## src/rtl/cpt_search.sv

```systemverilog
// cpt_search: sequential initiator for the equality comparator.
// Walks candidate words from a base value onto the comparator B input,
// one per clock, and reports the first candidate that matches A (or that
// none did, or that the search was aborted).
//
// state  | meaning
// -------+-----------------------------------------------------------
// S_IDLE | waiting for start; search results held from last search
// S_SCAN | one candidate on cand_o per cycle, eq_i sampled each cycle
// S_DONE | one-cycle done pulse, then back to S_IDLE
module cpt_search #(
  parameter int WIDTH = 4
) (
  input  logic             clk_i,
  input  logic             rst_i,
  input  logic             start_i,
  input  logic             abort_i,
  input  logic [WIDTH-1:0] base_i,
  input  logic             eq_i,
  output logic [WIDTH-1:0] cand_o,
  output logic             busy_o,
  output logic             done_o,
  output logic             found_o,
  output logic [WIDTH-1:0] result_o,
  output logic [WIDTH:0]   tries_o
);

  typedef enum logic [1:0] {
    S_IDLE = 2'd0,
    S_SCAN = 2'd1,
    S_DONE = 2'd2
  } state_t;

  // tries counts candidates already evaluated, so the last candidate is
  // the one seen while tries still equals 2^WIDTH-1.
  localparam logic [WIDTH:0]   LAST_TRY  = {1'b0, {WIDTH{1'b1}}};
  localparam logic [WIDTH:0]   ALL_TRIES = {1'b1, {WIDTH{1'b0}}};
  localparam logic [WIDTH-1:0] CAND_STEP = {{(WIDTH-1){1'b0}}, 1'b1};
  localparam logic [WIDTH:0]   TRY_STEP  = {{WIDTH{1'b0}}, 1'b1};

  state_t           state_q, state_d;
  logic [WIDTH-1:0] cand_q, cand_d;
  logic [WIDTH-1:0] result_q, result_d;
  logic [WIDTH:0]   tries_q, tries_d;
  logic             found_q, found_d;

  // State and datapath registers, cleared immediately by reset.
  always_ff @(posedge clk_i or posedge rst_i) begin
    if (rst_i) begin
      state_q  <= S_IDLE;
      cand_q   <= '0;
      result_q <= '0;
      tries_q  <= '0;
      found_q  <= 1'b0;
    end else begin
      state_q  <= state_d;
      cand_q   <= cand_d;
      result_q <= result_d;
      tries_q  <= tries_d;
      found_q  <= found_d;
    end
  end

  // Next-state and datapath update; everything holds unless a transition
  // says otherwise, which keeps results stable through DONE and IDLE.
  always_comb begin
    state_d  = state_q;
    cand_d   = cand_q;
    result_d = result_q;
    tries_d  = tries_q;
    found_d  = found_q;

    unique case (state_q)
      S_IDLE: begin
        if (start_i) begin
          cand_d  = base_i;
          tries_d = '0;
          found_d = 1'b0;
          state_d = S_SCAN;
        end
      end

      S_SCAN: begin
        if (abort_i) begin
          found_d = 1'b0;
          state_d = S_DONE;
        end else if (eq_i) begin
          found_d  = 1'b1;
          result_d = cand_q;
          tries_d  = tries_q + TRY_STEP;
          state_d  = S_DONE;
        end else if (tries_q == LAST_TRY) begin
          found_d = 1'b0;
          tries_d = ALL_TRIES;
          state_d = S_DONE;
        end else begin
          // Natural wrap of the WIDTH-bit add covers 2^WIDTH-1 -> 0.
          cand_d  = cand_q + CAND_STEP;
          tries_d = tries_q + TRY_STEP;
        end
      end

      S_DONE: begin
        state_d = S_IDLE;
      end

      default: begin
        state_d = S_IDLE;
      end
    endcase
  end

  assign cand_o   = cand_q;
  assign busy_o   = (state_q == S_SCAN);
  assign done_o   = (state_q == S_DONE);
  assign found_o  = found_q;
  assign result_o = result_q;
  assign tries_o  = tries_q;

endmodule
```

## config.mk

```make
export PLATFORM = sky130hd
export DESIGN_NAME = cpt_search
export DESIGN_NICKNAME = d
export VERILOG_FILES = /design/src/rtl/cpt_search.sv
export SDC_FILE = /design/constraint.sdc
export NUM_CORES = 1
export LEC_CHECK = 0
export ABC_AREA = 1
export CAP_MARGIN = 30
export CORE_MARGIN = 2
export CORE_UTILIZATION = 30
export CTS_BUF_LIST = sky130_fd_sc_hd__clkbuf_16
export DETAILED_ROUTE_END_ITERATION = 8
export PLACE_DENSITY = 0.53
export SETUP_SLACK_MARGIN = 0.05
export SYNTH_ARGS = -nofsm -noshare
export SYNTH_HDL_FRONTEND = slang
export SYNTH_SLANG_ARGS = --single-unit
```

## constraint.sdc

```tcl
create_clock -name clk_i -period 1.9 [get_ports clk_i]
set_clock_uncertainty 0.15 [all_clocks]
set_input_delay 0.38 -clock clk_i [delete_from_list [all_inputs] [get_ports clk_i]]
set_output_delay 0.38 -clock clk_i [all_outputs]
set_load 0.02 [all_outputs]
```

After elaboration in Yosys (flattened, before gate mapping)
Index checks and enable logic that the tools add are counted.

storage, ports and cells
  register bits after elaboration = 16
  output and inout port bits = 16

cells by class
  $add $sub $neg = 2
  equality and inequality tests = 8
  muxes and demuxes = 20
  bitwise logic cells = 1
  reduce and logical (&&, ||, !) cells = 7

operator list
  kind                                                    count
  two-way mux 5 bit                                       4
  two-way mux 4 bit                                       4
  case mux 5 bit (2 select lines)                         1
  AND reduction 3 bit                                     3
  two-way mux 2 bit                                       4
  inequality test 2 bit (second input constant)           4
  case mux 4 bit (2 select lines)                         1
  adder 5 x 1 -> 5 bit (second input constant)            1
  equality test 5 x 4 -> 1 bit (second input constant)    1
  AND reduction 5 bit                                     1
  adder 4 x 1 -> 4 bit (second input constant)            1
  two-way mux 1 bit                                       4
  inequality test 4 x 3 -> 1 bit (second input constant)  1
  case mux 2 bit (2 select lines)                         1
  equality test 2 x 1 -> 1 bit (second input constant)    1
  equality test 2 bit (second input constant)             1
  logical NOT 2 bit                                       1
  case mux 1 bit (2 select lines)                         1
  AND reduction 2 bit                                     1
  nonzero test 2 bit                                      1
  NOT 1 bit                                               1

Longest topological paths before layout
  depth after elaboration = 5
  mapped depth = 11

Worst setup path after synthesis
No wires, ideal clock.

  path type = reg-to-reg
  start point = register tries_q[0] (netlist: tries_o[0])
  end point = register cand_q[2] (netlist: cand_o[2])
  library setup time = 0.127 ns
  data arrival time = 1.423 ns
  slack = 0.201 ns
  stages on the path, launching flop included = 9
  path buffers = 0
  period minus slack after synthesis = 1.699 ns
  cells stage by stage = dfrtp_1 > ha_1 > nand2_1 > nor2_1 > ha_1 > nor2_1 > nand3_2 > nand2_2 > o21ai_0

on the way
  word-level cells in the longest chain between the ends = 3

RTL lines
  element                          RTL line  text
  from (decl)                      44        logic [WIDTH:0] tries_q, tries_d;
  from (signal assigned)           59        tries_q <= tries_d;
  equality test 5 x 4 -> 1 bit     92        end else if (tries_q == LAST_TRY) begin
  inequality test 2 bit (no line)  -
  AND reduction 5 bit (no line)    -
  to (signal assigned)             57        cand_q <= cand_d;
  to (decl)                        42        logic [WIDTH-1:0] cand_q, cand_d;

Every way passes these cells.
A chain may end at the register's enable or synchronous reset.

Worst setup path after layout
  start point = register cand_q[3] (netlist: cand_o[3])
  end point = output port cand_o[3]

RTL lines
  element    RTL line  text
  to (decl)  20        output logic [WIDTH-1:0] cand_o,

No word-level cell between the ends.

==> impl_results.rst <==
.. list-table::
   :header-rows: 1

   * - Metric
     - Value
   * - Run status
     - completed
   * - Critical Path Start Type
     - flop
   * - Minimum clock period
     - 1.81 ns
   * - Biggest fanout along the worst timing path
     - 4
   * - DR pass1 iterations
     - 4
   * - Tightest hold margin
     - 0.297 ns
   * - Synthesized area
     - 846 um^2
   * - Number of global-route vias before repair
     - 733
   * - Final total negative setup slack
     - 0 ns
   * - Number of buffers inserted by hold repair at cts
     - 0
   * - Power after layout
     - 1.66 mW
   * - Series of cell instances along the critical path
     - clkdlybuf4s50_1
   * - Final number of hold-violating endpoints
     - 0
   * - Post-CTS Setup Bufs
     - 0
   * - Number of distinct library cells after synthesis
     - 15
   * - Largest voltage drop on the vdd net
     - 0.693 mV
   * - Detailed Route WL
     - 1890 um
   * - Detailed Place HPWL
     - 1430 um
   * - Core Box Area
     - 2710 um^2
   * - Post-Route Utilization
     - 0.450
   * - Setup crit end kind
     - output pin
   * - Maximum clock path buffer count
     - 2
   * - Fraction of power consumed by combinational cells
     - 0.412
   * - Max Cap Viol
     - 0
   * - Vias per cell
     - 4.59
   * - Worst Hold Class
     - in2async
   * - Leading area contributor after synthesis
     - dfrtp_1
   * - I/O pin count
     - 25
   * - Sequential element share of the synthesized area
     - 0.473
   * - Clk sink count
     - 16
   * - Die extent in y
     - 57.1 um
   * - Cell class contributing the biggest share of worst-path delay
     - buffers and inverters
   * - Syn_area_per_cell
     - 7.83 um^2
   * - Max Fclk
     - 0.554 GHz
   * - Power density over the cells
     - 1360 nW/um^2
   * - Setup violators final
     - 0
   * - Antenna Violating Nets Remaining
     - 0
   * - Buffer cell driving the clock tree root
     - clkbuf_16
   * - Total internal power
     - 1.03 mW
   * - Cell types with the largest area share after synthesis
     - dfrtp_1, nand2_1, nand3_1
   * - Wire per inst
     - 11.3 um
   * - Clk network pwr share
     - 0.250
   * - Leakage
     - 0.617 nW
   * - Die Span X
     - 57.1 um
   * - Remaining global-route overflow
     - 0
   * - Post-synth top area share
     - 0.473
   * - CP Buf/Inv Count
     - 1
   * - Number of placement rows
     - 19
   * - Number of inserted diodes
     - 0
   * - Synth warnings
     - 0
   * - Slew Limit Headroom
     - 0.823
   * - Most common cell after layout, fill and taps aside
     - nand2_1
   * - TritonCTS clock tree
     - built
   * - RSZ-0062 raised after global routing
     - true
   * - Cell with the biggest individual delay on the critical path
     - clkdlybuf4s50_1
   * - Switching Share
     - 0.380
   * - Buffers added on ports
     - 24
   * - Slowest cell delay on critical path
     - 0.63 ns
   * - Total global-route track usage
     - 0.128
   * - Period utilization
     - 0.950
   * - H-tree Lvls
     - 1
   * - Number of nets in the layout
     - 150
   * - Power dissipated by switching net loads
     - 0.630 mW
   * - Power share of the sequential group
     - 0.338
   * - Post-placement cell count
     - 164
   * - Register clock-pin slew on the reported worst setup and hold paths
     - 0.05 ns
   * - Worst Setup Path Type
     - reg2out
   * - First-pass GRT wire length
     - 3230 um
   * - Commonest cells after routing, fill and taps aside
     - nand2_1, clkdlybuf4s50_1, dfrtp_1, inv_1
   * - Overall die area
     - 3260 um^2
   * - Iteration-0 DRC count of the detailed router
     - 6
   * - Antenna violations before repair
     - 0
   * - Initial Util
     - 0.312
   * - Final std cells w/o fill
     - 168
   * - Largest net degree at the start of global routing
     - 17
   * - Clk Latency, worst-skew pair
     - 0.25 ns
   * - Cells after Synth
     - 108
   * - Routed vias
     - 771
   * - Flip-flop and latch count after synthesis
     - 16
   * - Data arrival at the endpoint of the critical path
     - 1.28 ns
   * - Post-route DRC violation count
     - 0
   * - Number of buffers added by the clock tree synthesis step
     - 3
   * - Fin. max-slew vios
     - 0
   * - Relative area change from synthesis to final layout
     - 44.1%
   * - Required @ worst endpoint
     - 1.37 ns
   * - Gp weighted congestion
     - 0.799
   * - Transition time at the pin with the least slew margin
     - 0.265 ns
   * - Ratio of cells with drive above 1 in the final layout
     - 0.109
   * - Total nets after synthesis
     - 120
-- registers in the layout, indices dropped and copies added, names as in the netlist --
name,count
found_o,1
state_q,2
cand_o,4
tries_o,5
result_o,4
-- final timing paths --
check                           startpoint         end  slack, ns  cells past startpoint
worst max-delay path             cand_o[3]   cand_o[3]       0.09                      1
worst min-delay path                 rst_i   cand_o[1]       0.30                      3
worst max register to register  tries_o[0]   cand_o[3]       0.17                      9
worst min register to register     found_o     found_o       0.32                      2
max in group asynchronous            rst_i  state_q[1]       1.10                      3
min in group clk_i                 found_o     found_o       0.32                      2
-- metrics by stage --
step | instance area [um^2] | setup WS (ns)
2_1_floorplan | 846 | 0.201
3_3_place_gp | 1130 | 0.140
3_5_place_dp | 1130 | 0.119
4_1_cts | 1210 | 0.0629
5_1_grt | 1220 | 0.0317
6_report | 1220 | 0.0950
-- what timing repair did --
action,CTS,global route
gates cloned,0,0
endpoints found under the setup margin,3,6
resized for setup,4,3
-- Yosys cell counts --
| cell | count |
|---|---|
| inv_2 | 2 |
| ha_1 | 3 |
| nand2_2 | 4 |
| nand3_2 | 1 |
| a21boi_2 | 1 |
| inv_1 | 14 |
| nand3_1 | 11 |
| nand4_1 | 1 |
| or2_2 | 1 |
| nor2_1 | 8 |
| a21oi_1 | 1 |
| o21ai_0 | 11 |
| nand2_1 | 33 |
| nor2_8 | 1 |
| dfrtp_1 | 16 |
-- per-layer routing --
layer  share of wire  global-route usage
met5               0                   0
met4           0.010              0.0399
met3           0.057              0.0385
met2            0.45               0.207
met1            0.48               0.166
-- layout make-up --
class | count | area, um^2
multi-input cells | 76 | 390
repair buffers | 25 | 249
clock buffers | 3 | 75.1
well taps | 31 | 38.8
clock inverters | 1 | 3.75
inverters | 16 | 60.1
fillers | 292 | 1490
flip-flops and latches | 16 | 402
-- power by group through the flow --
stage / combinational, mW / clock, mW / sequential [mW]
5_1_grt: 0.754 / 0.439 / 0.583
3_3_place_gp: 0.699 / 0 / 0.563
3_5_place_dp: 0.706 / 0 / 0.568
6_report: 0.683 / 0.414 / 0.561
2_1_floorplan: 0.277 / 0 / 0.677
4_1_cts: 0.696 / 0.420 / 0.563
-- logic make-up (layout without fill, tap and decap cells) --
logic type	count (synthesis)	in the layout	share of synthesized area
AOI/OAI and AO/OA	13	13	0.0843
adders and majority gates	3	3	0.0444
buffers and inverters	16	45	0.0710
DFF	16	16	0.473
and+or+nand+nor	60	60	0.327
Note: power is estimated with default switching activity, not from simulation.
